[src/rtl/npc_pkg.sv]
// Shared types and constants for the npc core front end.
//   XLEN          : datapath width
//   NPC_RESET_PC  : first fetch address after reset
//   ifu_state_e   : fetch-unit controller states
//   word_align()  : clears the byte-offset bits of an address
package npc_pkg;

   localparam int XLEN = 32;

   localparam logic [XLEN-1:0] NPC_RESET_PC = 32'h8000_0000;

   typedef enum logic [2:0] {
      IDLE = 3'd0,
      REQ  = 3'd1,
      WAIT = 3'd2,
      HOLD = 3'd3,
      DROP = 3'd4
   } ifu_state_e;

   function automatic logic [XLEN-1:0] word_align(input logic [XLEN-1:0] addr);
      return {addr[XLEN-1:2], 2'b00};
   endfunction

endpackage

[src/rtl/ifu_fetch.sv]
// Instruction-fetch initiator. Owns the PC, issues one word read at a time to
// instruction memory, and hands each returned word (tagged with its PC) to
// decode. Redirects from execute replace the PC; a response belonging to a
// request issued before the redirect is absorbed and counted, never forwarded.
//
// Ports
//   clk, rst_n            : clock, synchronous active-low reset
//   mem_req_valid/ready   : request handshake, mem_req_addr is word aligned
//   mem_resp_valid/ready  : response handshake, mem_resp_rdata is the word
//   redirect_valid/pc     : single-cycle redirect pulse and target
//   inst_valid/ready      : handshake to decode, inst_pc/inst are registered
//   drop_cnt              : wrapping count of discarded stale responses
//
// state | meaning
// IDLE  | one cycle after reset before the first request
// REQ   | request presented, waiting for mem_req_ready
// WAIT  | request accepted, waiting for its response
// HOLD  | instruction presented to decode
// DROP  | waiting for a stale response to discard
module ifu_fetch
   import npc_pkg::*;
#(
   parameter logic [XLEN-1:0] RESET_PC = NPC_RESET_PC
) (
   input  logic            clk,
   input  logic            rst_n,
   output logic            mem_req_valid,
   input  logic            mem_req_ready,
   output logic [XLEN-1:0] mem_req_addr,
   input  logic            mem_resp_valid,
   output logic            mem_resp_ready,
   input  logic [XLEN-1:0] mem_resp_rdata,
   input  logic            redirect_valid,
   input  logic [XLEN-1:0] redirect_pc,
   output logic            inst_valid,
   input  logic            inst_ready,
   output logic [XLEN-1:0] inst_pc,
   output logic [XLEN-1:0] inst,
   output logic [15:0]     drop_cnt
);

   ifu_state_e      state;
   logic [XLEN-1:0] pc;
   logic [XLEN-1:0] redirect_tgt;

   assign redirect_tgt = word_align(redirect_pc);

   // Outputs decode straight from the state flop, no combinational input path.
   assign mem_req_valid  = (state == REQ);
   assign mem_resp_ready = (state == WAIT) || (state == DROP);
   assign inst_valid     = (state == HOLD);
   assign mem_req_addr   = word_align(pc);

   always_ff @(posedge clk) begin
      if (!rst_n) begin
         state    <= IDLE;
         pc       <= RESET_PC;
         inst     <= '0;
         inst_pc  <= '0;
         drop_cnt <= '0;
      end else begin
         case (state)
            IDLE: begin
               if (redirect_valid) pc <= redirect_tgt;
               state <= REQ;
            end

            REQ: begin
               if (redirect_valid) begin
                  pc <= redirect_tgt;
                  // An accepted request is already in flight; its data is stale.
                  if (mem_req_ready) state <= DROP;
               end else if (mem_req_ready) begin
                  state <= WAIT;
               end
            end

            WAIT: begin
               if (redirect_valid) begin
                  pc <= redirect_tgt;
                  if (mem_resp_valid) begin
                     drop_cnt <= drop_cnt + 16'd1;
                     state    <= REQ;
                  end else begin
                     state <= DROP;
                  end
               end else if (mem_resp_valid) begin
                  inst    <= mem_resp_rdata;
                  inst_pc <= pc;
                  state   <= HOLD;
               end
            end

            HOLD: begin
               // A coincident inst_ready is still a consumption, but the
               // redirect target wins over pc+4.
               if (redirect_valid) begin
                  pc    <= redirect_tgt;
                  state <= REQ;
               end else if (inst_ready) begin
                  pc    <= pc + XLEN'(4);
                  state <= REQ;
               end
            end

            DROP: begin
               if (redirect_valid) pc <= redirect_tgt;
               if (mem_resp_valid) begin
                  drop_cnt <= drop_cnt + 16'd1;
                  state    <= REQ;
               end
            end

            default: state <= IDLE;
         endcase
      end
   end

endmodule

[config.mk]
export PLATFORM = sky130hd
export DESIGN_NAME = ifu_fetch
export DESIGN_NICKNAME = d
export VERILOG_FILES = /design/src/rtl/npc_pkg.sv /design/src/rtl/ifu_fetch.sv
export SDC_FILE = /design/constraint.sdc
export NUM_CORES = 1
export LEC_CHECK = 0
export CORE_MARGIN = 5
export CORE_UTILIZATION = 48
export DETAILED_ROUTE_END_ITERATION = 7
export PLACE_DENSITY = 0.9
export SLEW_MARGIN = 10
export SYNTH_ARGS = -nofsm -noshare
export SYNTH_HDL_FRONTEND = slang
export SYNTH_SLANG_ARGS = --single-unit
[constraint.sdc]
create_clock -name clk -period 4.5 [get_ports clk]
set_input_delay 1.35 -clock clk [delete_from_list [all_inputs] [get_ports clk]]
set_output_delay 1.35 -clock clk [all_outputs]
set_load 0.02 [all_outputs]
==> results of run 1 <==
==> layout make-up <==
cell class              count  area share, %
flip-flops and latches    111           31.4
inverters                   5          0.265
repair buffers            184           26.0
well taps                 136           2.40
clock inverters             7           1.08
multi-input cells         494           37.1
clock buffers               9           1.75
==> worst paths after layout <==
check / startpoint / to / depth (start not counted)
setup / recovery: state[2]$_SDFFE_PN0P_ / mem_resp_ready / 3
setup reg to reg: state[1]$_SDFFE_PN0P_ / pc[6]$_SDFFE_PN0P_ / 5
hold reg to reg: inst_pc[15]$_SDFFE_PN0P_ / inst_pc[15]$_SDFFE_PN0P_ / 2
hold / removal: inst_pc[15]$_SDFFE_PN0P_ / inst_pc[15]$_SDFFE_PN0P_ / 2
==> metal layers <==
layer	GRT usage (%)	vias to the layer above
met2	40.6	286
met3	5.66	48
li1	-	2591
met1	31.1	2524
met4	9.54	0
met5	0	-
==> power groups by stage <==
stage / logic [mW] / registers (mW) / clock network [mW]
3_5_place_dp: 0.253 / 1.07 / 0
4_1_cts: 0.254 / 1.05 / 0.626
3_3_place_gp: 0.248 / 1.07 / 0
2_1_floorplan: 0.0995 / 1.09 / 0
5_1_grt: 0.274 / 1.06 / 0.668
6_report: 0.256 / 1.05 / 0.611
==> sequential cells by signal (all words and copies together), names as in the netlist <==
signal	flops
inst_pc	30
drop_cnt	16
pc	30
state	3
inst	32
==> cells by family after synthesis <==
kind of cell / Yosys count / share of synthesized area [%]
XOR/XNOR: 12 / 2.08
adder cells (fa/ha/maj): 3 / 0.695
multiplexers: 1 / 0.199
AND/OR/NAND/NOR: 316 / 29.4
flip-flops: 111 / 44.1
other: 1 / 0.0744
buffers and inverters: 47 / 4.12
AO/OA/AOI/OAI: 158 / 19.4
==> metrics by stage <==
step	cells	power [mW]
floorplan	652	1.19
global placement	930	1.32
detailed placement	930	1.33
CTS	946	1.93
global route	946	2.00
finish	946	1.92
==> cells in the mapped netlist (all sizes together), types with 3 or more instances <==
master	count
and3	10
nand4	11
a21o	4
or3	10
xor2	9
and4	5
and2	3
xnor2	3
a31oi	5
dfxtp	111
nand2b	4
nand3	33
a21oi	89
nor2	34
inv	5
o22ai	4
a22o	7
buf	13
nor4	6
o311ai	4
clkbuf	29
o21ai	16
o211ai	3
nand2	173
nand3b	6
nor3	10
==> tightest hold or removal path, stage by stage (launching register included) <==
cell	delay, ps
dfxtp_1	320
nand2_1	50
a21oi_1	50
==> out/results.tsv, run 1 <==
metric	value	unit
synth_edf_count	0	
wl_met3	1.41	mm
first_global_vias	5185	
outcome	finished clean	
yosysTopAreaCellShare	44.1	%
die_h	112	µm
synthesis.area	0.00504	mm²
ys_types	66	
drc	0	
grt_first_pass_wirelength	25.7	mm
synth_top_cell_by_area	dfxtp_1	
p_sw_share	27.1	%
fin_crit_sh	75.5	%
drive_gt1_share	4.69	%
placed_cell_area	0.00688	mm²
crit_fanout	11	
synth.area.top_cells	dfxtp_1 44%, nand2_1 13%, a21oi_1 8.6%	
coreArea	0.0103	mm²
ir_worst_vdd	0.000166	V
first_iter_violations	628	
first_pass_iters	5	
clk_latency	380	ps
cap_violations	0	
cts.repair.resized	0	
leakagePower	2.39	nW
cts-hold-fix-buffers	0	
crit_type	flop to output port	
n_antenna_cell	0	
multi_input_area	0.00263	mm²
antenna_found_initial	0	
critPathCaptureType	output port	
p_int	1.40	mW
r2r_setup_slack	2190	ps
nets	877	
finalHoldViolCount	0	
drt-total-wl	16.0	mm
final_util	68.9	%
gp_congestion	0.919	
initial_core_util	49.1	%
rsz0062_at_grt	false	
area_growth_syn_to_layout	40.4	%
setup_ws	1100	ps
clock-sinks	111	
cts_buffers	9	
path_cells	nand2b_1 > a21oi_1 > clkdlybuf4s50_1	
clkPwrFrac	31.8	%
route.vias.total	5449	
cts_tree	done	
pin_count	185	
worstSetupStartpointType	flop	
grtUsageTotal	24.5	%
io_buffers	178	
dp_slack	941	ps
synthCells	649	
drv_slew	0	
synth_area_per_cell	7.77	µm²
ys_seq_elements	111	
worst-path-buf-inv	1	
p_seq_share	54.8	%
final_cell_mix	178 x clkdlybuf4s50_1, 172 x nand2_1, 111 x dfxtp_1	
final_common_cell	clkdlybuf4s50_1	
async_flop_share	0	%
finalClockSkew	9.69	ps
wl_per_cell	16.9	µm
worst_slew_margin_rel	43.2	%
fin_crit	3400	ps
post_cts_buffers	0	
fp.dieArea	0.0127	mm²
seq_area	0.00222	mm²
p_comb_share	13.3	%
critPathArrivalTime	2050	ps
cpLargestDelayFamily	buffers and inverters	
seq_area_frac_synth	44.1	%
hold_slack	458	ps
grt_max_degree	63	
setup_viol	0	
hp-class	flop to flop	
cp.required	3150	ps
slowest_stage	clkdlybuf4s50_1	
grt_overflow	0	
ys.flop_type	dfxtp_1	
htreeDepth	3	
fillers	825	
num_rows	37	
wl_met1	6.42	mm
hpwl	11.6	mm
wl_met2	7.68	mm
ys.warnings.count	0	
drtAntennaViolNets	0	
root_buffer	clkbuf_8	
slowest_delay	630	ps
clk_path_buf_depth	2	
p_switching	520	µW
tightestPinTransition	850	ps
fmax	294	MHz
clk_pin_slew	100	ps
highest_layer	met4	
p_per_area	271	mW/mm²
setup-tns-final	0	ps
fin_area	0.00708	mm²
avgViaCountPerCell	5.76	
die_w	112	µm
No activity file was read; power rests on OpenSTA's default activity.
==> run 2: changes to the inputs <==
Settings changed: CORE_UTILIZATION 48 to 45, PLACE_DENSITY 0.9 to 0.86.
Clock period 4.5 ns to 3.4 ns, I/O delays scaled along.
==> out/results.tsv, run 2 (synthesized netlist as in run 1, its figures left out) <==
metric	value	unit
finalHoldViolCount	0	
placed_cell_area	0.00696	mm²
grt_overflow	0	
route.vias.total	5469	
grt_first_pass_wirelength	26.0	mm
hpwl	12.1	mm
final_util	65.8	%
avgViaCountPerCell	5.72	
r2r-start	pc[2]$_SDFFE_PN0P_	
slowest_delay	640	ps
fmax	328	MHz
cts-hold-fix-buffers	0	
fin_area	0.00716	mm²
p_sw_share	26.7	%
dp_cells	940	
clk_latency	370	ps
initial_core_util	46.3	%
htreeDepth	3	
finalClockSkew	9.82	ps
clk_path_buf_depth	2	
crit_type	flop to output port	
p_per_area	358	mW/mm²
drt-total-wl	16.5	mm
root_buffer	clkbuf_8	
max_flop_register	inst	
grt_max_degree	63	
busiest_layer	met2	
final_common_cell	clkdlybuf4s50_1	
drive_gt1_share	5.39	%
pin_count	185	
p_switching	683	µW
first_iter_violations	469	
num_rows	38	
p_comb_share	13.6	%
met2_usage	40.2	%
leakagePower	2.43	nW
hp-class	flop to flop	
fin_crit	3050	ps
tightestPinTransition	672	ps
worst-path-buf-inv	1	
critPathCaptureType	output port	
wl_per_cell	17.3	µm
io_buffers	178	
rsz0062_at_grt	false	
drc	0	
min_from	inst_pc[12]$_SDFFE_PN0P_	
antenna_found_initial	0	
slowest_stage	clkdlybuf4s50_1	
worstSetupStartpointType	flop	
fp.dieArea	0.0134	mm²
coreArea	0.0109	mm²
setup-tns-final	0	ps
gp_congestion	0.936	
area_growth_syn_to_layout	42.0	%
n_antenna_cell	0	
die_h	116	µm
fin_crit_sh	89.7	%
final_cell_mix	178 x clkdlybuf4s50_1, 172 x nand2_1, 111 x dfxtp_1	
path_cells	nand2b_1 > a21oi_1 > clkdlybuf4s50_1	
largest_register_ffs	32	
outcome	finished clean	
clkPwrFrac	32.0	%
die_w	116	µm
critPathArrivalTime	2030	ps
ir_worst_vdd	0.000198	V
worst_slew_margin_rel	55.2	%
use_met1	29.9	%
largest_registers	inst (32), inst_pc (30), pc (30)	
p_int	1.88	mW
grtUsageTotal	23.8	%
final_cell_count_no_fill	956	
clock-sinks	111	
setup_viol	0	
met3_usage	4.60	%
first_pass_iters	5	
timing.critical_path.from	state[2]$_SDFFE_PN0P_	
crit_fanout	11	
first_global_vias	5286	
fillers	937	
cts_buffers	9	
p_seq_share	54.4	%
cp.required	2380	ps
cts_tree	done	
post_cts_buffers	0	
clk_pin_slew	100	ps
cpLargestDelayFamily	buffers and inverters	
cap_violations	0	
drtAntennaViolNets	0	
nets	883	
cts.repair.resized	0	
drv_slew	0	
run 2: tightest hold or removal path: cells and delay by family (launching register included):
| kind | cells | cell delay (ps) |
|---|---|---|
| flops | 1 | 320 |
| simple gates | 1 | 50 |
| compound gates | 1 | 50 |
run 2: metal layers:
layer	up-vias	wire length (µm)
li1	2599	-
met1	2569	6880
met2	263	7860
met3	38	1360
met4	0	409
met5	-	0
run 2: final cells by class:
type	count	area [µm²]	area share (%)
clock buffers	10	138	1.92
clock inverters	6	68.8	0.961
inverters	5	18.8	0.262
multi-input cells	494	2630	36.7
flip-flops and latches	111	2220	31.0
well taps	140	175	2.45
repair buffers	190	1910	26.7
run 2: through the flow:
stage	hold slack [ps]	worst slack [ps]	power, mW
floorplan	535	907	1.57
global placement	441	299	1.76
detailed placement	446	219	1.77
CTS	461	377	2.58
global route	479	229	2.65
finish	459	351	2.56
run 2: power by group through the flow:
| stage | Sequential, mW | Combinational [mW] | Clock [mW] |
|---|---|---|---|
| floorplan | 1.44 | 0.132 | 0 |
| global placement | 1.42 | 0.337 | 0 |
| detailed placement | 1.42 | 0.345 | 0 |
| CTS | 1.39 | 0.346 | 0.839 |
| global route | 1.40 | 0.369 | 0.882 |
| finish | 1.39 | 0.348 | 0.819 |
run 2: path summary, 6_finish.rpt:
kind                              endpoint  slack [ps]  cells past startpoint
setup / recovery            mem_resp_ready         350                      3
hold / removal    inst_pc[12]$_SDFFE_PN0P_         460                      2
setup reg to reg       pc[26]$_SDFFE_PN0P_        1260                      5
hold reg to reg   inst_pc[12]$_SDFFE_PN0P_         460                      2
==> run 3: changes to the inputs <==
Settings changed: CORE_UTILIZATION 45 to 30, PLACE_DENSITY 0.86 to 0.63.
==> out/results.tsv, run 3 (synthesized netlist as in run 1, its figures left out) <==
metric	value	unit
clkPwrFrac	38.8	%
drive_gt1_share	5.62	%
final_util	44.6	%
n_antenna_cell	0	
p_sw_share	25.7	%
multi_input_area	0.00263	mm²
drt-total-wl	16.7	mm
p_per_area	386	mW/mm²
cts-hold-fix-buffers	0	
cts_tree	done	
setup_viol	0	
cts.repair.resized	0	
hp-class	flop to flop	
finalPower	2.84	mW
largest_registers	inst (32), inst_pc (30), pc (30)	
placed_cell_area	0.00707	mm²
fmax	332	MHz
grtUsageTotal	16.5	%
antenna_found_initial	0	
timing.critical_path.from	state[2]$_SDFFE_PN0P_	
io_buffers	178	
max_flop_register	inst	
tightestPinTransition	653	ps
area_growth_syn_to_layout	46.2	%
p_comb_share	12.3	%
p_switching	732	µW
clk_path_buf_depth	2	
p_seq_share	48.9	%
outcome	finished clean	
final_cell_count_no_fill	1039	
seq_area	0.00222	mm²
first_global_vias	4843	
avgViaCountPerCell	4.99	
drv_slew	0	
dp_cells	1023	
fp.dieArea	0.0195	mm²
die_h	140	µm
drc	0	
min_from	inst[1]$_SDFFE_PN0P_	
pin_count	185	
final_common_cell	clkdlybuf4s50_1	
clk_pin_slew	70	ps
crit_fanout	11	
fin_crit	3010	ps
first_pass_iters	5	
critPathCaptureType	output port	
fillers	1683	
grt_first_pass_wirelength	26.3	mm
wl_per_cell	16.0	µm
crit_type	flop to output port	
hpwl	11.9	mm
r2r-start	pc[2]$_SDFFE_PN0P_	
first_iter_violations	304	
gp_congestion	0.833	
post_cts_buffers	0	
num_rows	47	
coreArea	0.0165	mm²
final_cell_mix	178 x clkdlybuf4s50_1, 172 x nand2_1, 111 x dfxtp_1	
leakagePower	2.49	nW
ir_worst_vdd	0.000204	V
largest_register_ffs	32	
route.vias.total	5187	
grt_max_degree	52	
drtAntennaViolNets	0	
dp_slack	307	ps
setup-tns-final	0	ps
htreeDepth	3	
initial_core_util	30.5	%
grt_overflow	0	
clock-sinks	111	
p_int	2.11	mW
die_w	140	µm
cp.required	2380	ps
clk_latency	350	ps
nets	886	
root_buffer	clkbuf_16	
finalClockSkew	10.2	ps
cts_buffers	9	
worst_slew_margin_rel	56.4	%
worstSetupStartpointType	flop	
fin_crit_sh	88.5	%
finalHoldViolCount	0	
hold_slack	453	ps
critPathArrivalTime	1990	ps
fin_area	0.00737	mm²
setup_ws	391	ps
cap_violations	0	
rsz0062_at_grt	false	
## run 3: cell count changes in the layout (fill, tap and decap cells not counted), sizes merged
cell	change
clkbuf	+1
buf	+3
clkinv	-1
## run 3: final timing paths
check        slack [ps]                   end  cells past startpoint
max                 390        mem_resp_ready                      3
min                 450  inst[1]$_SDFFE_PN0P_                      2
max reg2reg        1250   pc[26]$_SDFFE_PN0P_                      5
min reg2reg         450  inst[1]$_SDFFE_PN0P_                      2
## run 3: power by group through the flow
| stage | registers, mW | logic, mW | clock network (mW) |
|---|---|---|---|
| global placement | 1.42 | 0.349 | 0 |
| CTS | 1.39 | 0.352 | 1.15 |
| floorplan | 1.44 | 0.132 | 0 |
| detailed placement | 1.42 | 0.350 | 0 |
| global route | 1.40 | 0.376 | 1.19 |
| finish | 1.39 | 0.349 | 1.10 |
## run 3: per-layer routing
metal,wire [µm],global-route usage (%),vias to the layer above
met4,363,6.07,0
met2,7470,25.7,162
met3,1140,3.84,22
li1,-,-,2616
met5,0,0,-
met1,7690,22.3,2387
## run 3: cell type report
type	instances	area share, %
flip-flops and latches	111	30.1
inverters	5	0.255
clock inverters	5	0.882
well taps	220	3.73
repair buffers	193	26.0
clock buffers	11	3.29
multi-input cells	494	35.7
## run 3: worst max-delay path, stage by stage (launching register included)
cell	delay, ps
dfxtp_1	560
nand2b_1	250
a21oi_1	200
clkdlybuf4s50_1	630
